`src/rtl/matmul_pkg.sv`:
```
// matmul_pkg: shared types and width helpers for the matrix-multiply controller.
// Holds the controller state encoding, the default matrix size and the
// functions that derive address/index widths from N.
package matmul_pkg;

  // Controller states, in the order a run walks through them.
  typedef enum logic [2:0] {
    ST_IDLE   = 3'd0,
    ST_INIT   = 3'd1,
    ST_LOAD_A = 3'd2,
    ST_LOAD_B = 3'd3,
    ST_MAC    = 3'd4,
    ST_STORE  = 3'd5,
    ST_OUT    = 3'd6,
    ST_DONE   = 3'd7
  } state_t;

  localparam int DEFAULT_N = 3;

  // Operand memory holds A then B, 2*N*N words.
  function automatic int calc_aw(input int n);
    return $clog2(2 * n * n);
  endfunction

  // row/col/k index width, never narrower than one bit.
  function automatic int calc_iw(input int n);
    int w;
    w = $clog2(n);
    return (w < 1) ? 1 : w;
  endfunction

  // Buffer / result index width, never narrower than one bit.
  function automatic int calc_cw(input int n);
    int w;
    w = $clog2(n * n);
    return (w < 1) ? 1 : w;
  endfunction

endpackage

```
`src/rtl/matmul_idx_cnt.sv`:
```
// matmul_idx_cnt: modulo counter 0..MAX with synchronous clear and enable.
// 'last' flags the terminal value so the caller can chain or change state;
// an enabled count at the terminal value wraps to zero.
module matmul_idx_cnt #(
  parameter int W   = 2,
  parameter int MAX = 2
) (
  input  logic         clk,
  input  logic         rst,
  input  logic         clr,
  input  logic         en,
  output logic [W-1:0] cnt,
  output logic         last
);

  localparam logic [W-1:0] MAX_V = W'(MAX);

  assign last = (cnt == MAX_V);

  // Count register: clear wins over enable, wrap at MAX.
  always_ff @(posedge clk or posedge rst) begin
    if (rst) begin
      cnt <= '0;
    end else if (clr) begin
      cnt <= '0;
    end else if (en) begin
      cnt <= last ? '0 : cnt + W'(1);
    end
  end

endmodule

```
`src/rtl/matmul_ctrl.sv`:
```
// matmul_ctrl: sequencer for an NxN matrix multiply.
// A run loads A (addresses 0..N*N-1) and B (N*N..2*N*N-1) into operand
// buffers, then for each result element issues N accumulate cycles followed
// by one store cycle, then streams the result indices out and pulses done.
// Build macro MATMUL_CTRL_ABORT_EN adds an 'abort' input that drops any run
// back to IDLE without a done pulse.
//
// Result stream handshake: a transfer occurs on a rising clk edge where
// out_valid and out_ready are both high; while out_ready is low, out_valid
// stays high and out_idx is held.
module matmul_ctrl
  import matmul_pkg::*;
#(
  parameter int N  = DEFAULT_N,
  parameter int AW = calc_aw(N),
  parameter int IW = calc_iw(N),
  parameter int CW = calc_cw(N)
) (
  input  logic          clk,
  input  logic          rst,
  input  logic          start,
`ifdef MATMUL_CTRL_ABORT_EN
  input  logic          abort,
`endif
  output logic [AW-1:0] mem_addr,
  output logic          mem_rd_en,
  output logic          a_we,
  output logic          b_we,
  output logic [CW-1:0] buf_idx,
  output logic [IW-1:0] row,
  output logic [IW-1:0] col,
  output logic [IW-1:0] k,
  output logic          acc_clr,
  output logic          acc_en,
  output logic          c_we,
  output logic [CW-1:0] c_idx,
  output logic          out_valid,
  input  logic          out_ready,
  output logic [CW-1:0] out_idx,
  output logic          busy,
  output logic          done,
  output state_t        state_dbg
);

  state_t state, state_n;

  logic cnt_clr;
  logic buf_en, k_en, col_en, row_en, out_en;
  logic buf_last, k_last, col_last, row_last, out_last;

  logic [CW-1:0] buf_cnt, out_cnt;
  logic [IW-1:0] row_cnt, col_cnt, k_cnt;

  // Operand buffer index, shared by the A and B load phases.
  matmul_idx_cnt #(.W(CW), .MAX(N*N-1)) u_buf_cnt (
    .clk(clk), .rst(rst), .clr(cnt_clr), .en(buf_en), .cnt(buf_cnt), .last(buf_last)
  );

  // Dot-product step within one result element.
  matmul_idx_cnt #(.W(IW), .MAX(N-1)) u_k_cnt (
    .clk(clk), .rst(rst), .clr(cnt_clr), .en(k_en), .cnt(k_cnt), .last(k_last)
  );

  // Result column; advances once per store.
  matmul_idx_cnt #(.W(IW), .MAX(N-1)) u_col_cnt (
    .clk(clk), .rst(rst), .clr(cnt_clr), .en(col_en), .cnt(col_cnt), .last(col_last)
  );

  // Result row; advances when the column wraps.
  matmul_idx_cnt #(.W(IW), .MAX(N-1)) u_row_cnt (
    .clk(clk), .rst(rst), .clr(cnt_clr), .en(row_en), .cnt(row_cnt), .last(row_last)
  );

  // Result stream index; advances only on a completed handshake.
  matmul_idx_cnt #(.W(CW), .MAX(N*N-1)) u_out_cnt (
    .clk(clk), .rst(rst), .clr(cnt_clr), .en(out_en), .cnt(out_cnt), .last(out_last)
  );

  assign buf_idx   = buf_cnt;
  assign row       = row_cnt;
  assign col       = col_cnt;
  assign k         = k_cnt;
  assign out_idx   = out_cnt;
  assign c_idx     = CW'(row_cnt) * CW'(N) + CW'(col_cnt);
  assign busy      = (state != ST_IDLE);
  assign state_dbg = state;

  // State register.
  always_ff @(posedge clk or posedge rst) begin
    if (rst) begin
      state <= ST_IDLE;
    end else begin
      state <= state_n;
    end
  end

  // Next-state, strobes and counter enables for the current state.
  always_comb begin
    state_n   = state;
    mem_addr  = '0;
    mem_rd_en = 1'b0;
    a_we      = 1'b0;
    b_we      = 1'b0;
    acc_clr   = 1'b0;
    acc_en    = 1'b0;
    c_we      = 1'b0;
    out_valid = 1'b0;
    done      = 1'b0;
    cnt_clr   = 1'b0;
    buf_en    = 1'b0;
    k_en      = 1'b0;
    col_en    = 1'b0;
    row_en    = 1'b0;
    out_en    = 1'b0;

    case (state)
      ST_IDLE: begin
        if (start) state_n = ST_INIT;
      end
      ST_INIT: begin
        acc_clr = 1'b1;
        cnt_clr = 1'b1;
        state_n = ST_LOAD_A;
      end
      ST_LOAD_A: begin
        mem_rd_en = 1'b1;
        a_we      = 1'b1;
        mem_addr  = AW'(buf_cnt);
        buf_en    = 1'b1;
        if (buf_last) state_n = ST_LOAD_B;
      end
      ST_LOAD_B: begin
        mem_rd_en = 1'b1;
        b_we      = 1'b1;
        mem_addr  = AW'(buf_cnt) + AW'(N*N);
        buf_en    = 1'b1;
        if (buf_last) state_n = ST_MAC;
      end
      ST_MAC: begin
        acc_en = 1'b1;
        k_en   = 1'b1;
        if (k_last) state_n = ST_STORE;
      end
      ST_STORE: begin
        // The accumulator clear lands on the edge that ends this cycle,
        // after the result has been written.
        c_we    = 1'b1;
        acc_clr = 1'b1;
        col_en  = 1'b1;
        row_en  = col_last;
        state_n = (row_last && col_last) ? ST_OUT : ST_MAC;
      end
      ST_OUT: begin
        out_valid = 1'b1;
        out_en    = out_ready;
        if (out_ready && out_last) state_n = ST_DONE;
      end
      ST_DONE: begin
        done    = 1'b1;
        state_n = ST_IDLE;
      end
      default: begin
        state_n = ST_IDLE;
      end
    endcase

`ifdef MATMUL_CTRL_ABORT_EN
    // Abort overrides everything: no writes, no stream beat, no done.
    if (abort && (state != ST_IDLE)) begin
      state_n   = ST_IDLE;
      cnt_clr   = 1'b1;
      mem_addr  = '0;
      mem_rd_en = 1'b0;
      a_we      = 1'b0;
      b_we      = 1'b0;
      acc_clr   = 1'b0;
      acc_en    = 1'b0;
      c_we      = 1'b0;
      out_valid = 1'b0;
      done      = 1'b0;
      buf_en    = 1'b0;
      k_en      = 1'b0;
      col_en    = 1'b0;
      row_en    = 1'b0;
      out_en    = 1'b0;
    end
`endif
  end

endmodule

```
`config.mk`:
```
export PLATFORM = sky130hd
export DESIGN_NAME = matmul_ctrl
export DESIGN_NICKNAME = d
export VERILOG_FILES = /design/src/rtl/matmul_pkg.sv /design/src/rtl/matmul_idx_cnt.sv /design/src/rtl/matmul_ctrl.sv
export SDC_FILE = /design/constraint.sdc
export NUM_CORES = 1
export LEC_CHECK = 0
export BUFFER_PORTS_ARGS = -buffer_cell sky130_fd_sc_hd__buf_2
export CORE_ASPECT_RATIO = 1.25
export CORE_MARGIN = 8
export CORE_UTILIZATION = 55
export CTS_BUF_LIST = sky130_fd_sc_hd__clkbuf_2 sky130_fd_sc_hd__clkbuf_4 sky130_fd_sc_hd__clkbuf_8
export CTS_CLUSTER_DIAMETER = 40
export DETAILED_ROUTE_END_ITERATION = 8
export PLACE_DENSITY = 0.9
export SYNTH_ARGS = -nofsm -noshare
export SYNTH_HDL_FRONTEND = slang
export SYNTH_HIERARCHICAL = 1
export SYNTH_SLANG_ARGS = --single-unit
```
`constraint.sdc`:
```
create_clock -name clk -period 4.6 [get_ports clk]
set_clock_uncertainty 0.2 [all_clocks]
set_input_delay 0.92 -clock clk [delete_from_list [all_inputs] [get_ports clk]]
set_output_delay 0.92 -clock clk [all_outputs]
set_load 0.02 [all_outputs]
```
==> summary.md <==
| Metric | Value |
|---|---|
| Sw Share | `0.215` |
| Sequential cell fraction of total power | `0.616` |
| Most common flop cell mapped by yosys | `dfrtp_1` |
| Detailed-route DRC error count | `0` |
| Upper clock frequency limit | `0.294 GHz` |
| Synth Instances | `142` |
| Fraction of final layout cells sized beyond drive strength 1 | `0.258` |
| Synth-to-Final Area Change | `18.7%` |
| Critical Setup Path Class | `flip-flop to output port` |
| Outcome | `complete, no violations` |
| Synthesized area | `0.00122 sq mm` |
| Total CTS buffers | `3` |
| Clock root buffer | `clkbuf_4` |
| Share of the yosys chip area belonging to registers | `0.350` |
| ANT nets after route | `0` |
| Post-detailed-route via-to-cell ratio | `5.50` |
| Die height | `68.6 microns` |
| Largest family of logic cells by synthesized area | `simple AND/OR/NAND/NOR gates` |
| End of the worst register-to-register path | `u_out_cnt/cnt[2]` |
| Number of buffers inserted for hold repair after clock tree synthesis | `0` |
| Max_cap viols | `0` |
| Largest net degree at the start of global routing | `15` |
| Top area cells in the synthesized netlist | `dfrtp_1, ha_1, inv_1` |
| Commonest cells after routing, fill and taps aside | `buf_2, inv_1, dfrtp_1` |
| Portion of netlist area occupied by mux cells | `0.0432` |
| DRC violation total after the first TritonRoute iteration | `24` |
| Crit-path slowest cell | `fa_1` |
| Synth Area in XOR/XNOR | `0.0144` |
| Total clock sinks | `17` |
| Sum of internal, switching and leakage power | `242 uW` |
| Number of buffers inserted by port buffering | `38` |
| Largest vdd supply drop | `0.160 mV` |
| Sequential cell area | `425 sq um` |
| # IOs | `39` |
| Multi-input gate area in the final layout | `693 sq um` |
| Static leakage power | `0.754 nW` |
| Post-DP HPWL | `2.33 mm` |
| Register-to-register setup slack | `2.58 ns` |
| Nets in the synthesized netlist | `155` |
| Worst-path maximum fanout | `7` |
| Via count of the first global-routing pass | `1126` |
| Power share of the clock group | `0.362` |
| Number of cell rows | `19` |
| Synth cell types | `33` |
| Final Net Count | `196` |
| Sw power | `52.1 uW` |
| Number of enable-type register cells in the synthesized netlist | `0` |
| Cell with the most instances on the worst path | `inv_1` |
| 1st-pass router iterations | `4` |
| Number of antenna diodes | `0` |
| Fraction of the mapped netlist area in compound gates | `0.133` |
| Mean Syn Cell Area | `8.56 sq um` |
| Number of vias in the routed layout | `1116` |
| Synthesized-area fraction occupied by adder cells | `0.105` |
| Final period util | `0.739` |
| Post-CTS setup buffers | `0` |
| Clock-pin transition on the worst setup and hold timing paths | `0.10 ns` |
| Finish-stage setup viols | `0` |
| X dimension of the die | `58.1 microns` |
| Startpoint of the worst-slack reg-to-reg timing path | `state_dbg[0]` |
| Most area-hungry cell type in the Yosys netlist | `dfrtp_1` |
| Starting Density | `0.568` |
| Unrepaired setup endpoints after global routing | `false` |
| Worst hold path class | `primary input to async pin` |
| Tmin final | `3.40 ns` |
| GRT Residual Overflow | `0` |
| Leading cell type in the layout, fill and taps excluded | `buf_2` |
| Startpoint types | `flip-flop` |
| Wire length per cell after detailed routing | `14.6 microns` |
| Combinational share of power | `0.022` |
| Maximum number of buffers from clock root to sink | `2` |
| Fill cells | `187` |
| Register bit total from synthesis | `17` |
| Initial antenna violation count | `0` |
| Worst relative slew slack | `0.637` |
| Global-route wire length before repair | `4.93 mm` |
| Hold violation total from the final report | `0` |
| Area of the die | `0.00398 sq mm` |
| Synth async-reset ratio | `1.00` |
| Largest incremental delay on the critical path | `0.54 ns` |
| Post-cts gate resize count | `0` |
| Number of cell instances on the worst register-to-register path | `6` |
| Ordered list of cells on the worst path | `inv_1 > fa_1 > inv_1 > ha_1 > inv_1 > fa_1 > inv_1 > buf_2` |
| Power per unit of standard cell area | `168 mW/mm^2` |
| Share of the synthesized area in the top cell type | `0.350` |
| GPL Wtd Cong | `0.860` |
| Number of warning messages in the yosys log | `6` |
| Crit path arrival time | `2.28 ns` |
| Setup crit end kind | `output port` |
| CTS tree | `built` |
| Clock Latency Late Sink | `0.30 ns` |
| CTS H-Tree Depth | `1` |
| End point of the critical path | `c_idx[2]` |
| Global routing usage summed across all routing layers | `0.157` |
| Internal | `190 uW` |
| Pins Over Slew Limit | `0` |
| Critical path origin | `u_row_cnt/cnt[0]` |
| Summed negative setup slack over all endpoints | `0 ns` |
| Core area | `0.00214 sq mm` |
| Endpoint required time on the critical path | `3.48 ns` |
| Final Routed Wirelength | `2.96 mm` |
| Area fraction in and, or, nand and nor cells after synthesis | `0.275` |
| Slew at the pin with the worst max-slew slack | `0.545 ns` |
power groups by stage:
stage	Sequential [mW]	Combinational (mW)	Clock, mW
2_1_floorplan	0.152	0.00264	0
3_3_place_gp	0.152	0.00523	0
3_5_place_dp	0.152	0.00554	0
4_1_cts	0.149	0.00555	0.0907
5_1_grt	0.149	0.00644	0.0944
6_report	0.149	0.00538	0.0877
Yosys cell counts, drive strengths merged (2+ instances only):
| cell type | count |
|---|---|
| buf | 2 |
| a21oi | 14 |
| inv | 21 |
| mux2 | 2 |
| mux2i | 3 |
| nand2b | 10 |
| and2b | 4 |
| and4b | 2 |
| a21boi | 2 |
| nand3b | 3 |
| nand3 | 2 |
| o21ai | 6 |
| nor2 | 12 |
| dfrtp | 17 |
| nand2 | 13 |
| fa | 2 |
| or3b | 5 |
| ha | 7 |
| and2 | 4 |
| o211ai | 2 |
layout make-up:
class / count / share of cell area
clock buffers: 4 / 0.0208
multi-input cells: 102 / 0.480
flip-flops and latches: 17 / 0.295
well taps: 21 / 0.0182
repair buffers: 38 / 0.132
inverters: 21 / 0.0546
flip-flops by register name, summed over array words and instances (netlist names):
register	flops
state_dbg	3
u_buf_cnt/cnt	4
u_col_cnt/cnt	2
u_k_cnt/cnt	2
u_out_cnt/cnt	4
u_row_cnt/cnt	2
metrics by stage:
step | std cells | hold WS (ns) | instance area [sq um] | util | setup WS [ns]
after floorplan | 142 | 0.438 | 1220 | - | 1.53
after global placement | 199 | 0.359 | 1410 | 0.661 | 1.60
after detailed placement | 199 | 0.373 | 1410 | 0.661 | 1.51
after CTS | 203 | 0.306 | 1440 | 0.675 | 1.17
after global routing | 203 | 0.323 | 1440 | 0.675 | 1.05
final | 203 | 0.312 | 1440 | 0.675 | 1.20
how the worst min path moves through the flow:
stage	start	to	cells past startpoint
after floorplan	u_out_cnt/cnt[3]	u_out_cnt/cnt[3]	2
after global placement	u_k_cnt/cnt[1]	u_k_cnt/cnt[1]	2
after detailed placement	u_out_cnt/cnt[3]	u_out_cnt/cnt[3]	2
after CTS	rst	u_k_cnt/cnt[1]	2
after global routing	rst	u_row_cnt/cnt[1]	2
final	rst	u_k_cnt/cnt[1]	2
kinds of logic (layout without fill, tap and decap cells):
logic type | after synthesis | in the layout
AOI/OAI and AO/OA | 27 | 27
xor gates and xnor gates | 2 | 2
adders and majority gates | 9 | 9
buffers and inverters | 23 | 63
and+or+nand+nor | 59 | 59
DFF | 17 | 17
muxes | 5 | 5
critical path, delay by kind of cell (launching register included):
kind | cells | cell delay, ns
fa+ha+maj | 3 | 1.14
flops | 1 | 0.43
buf+inv | 5 | 0.42
metal layers:
metal,part of all wire,up-vias,global-route usage
met5,0,-,0
met4,0.016,0,0.0706
met3,0.052,5,0.0334
met2,0.55,30,0.310
met1,0.38,530,0.153
li1,-,551,-
(Power assumes the default switching activity.)
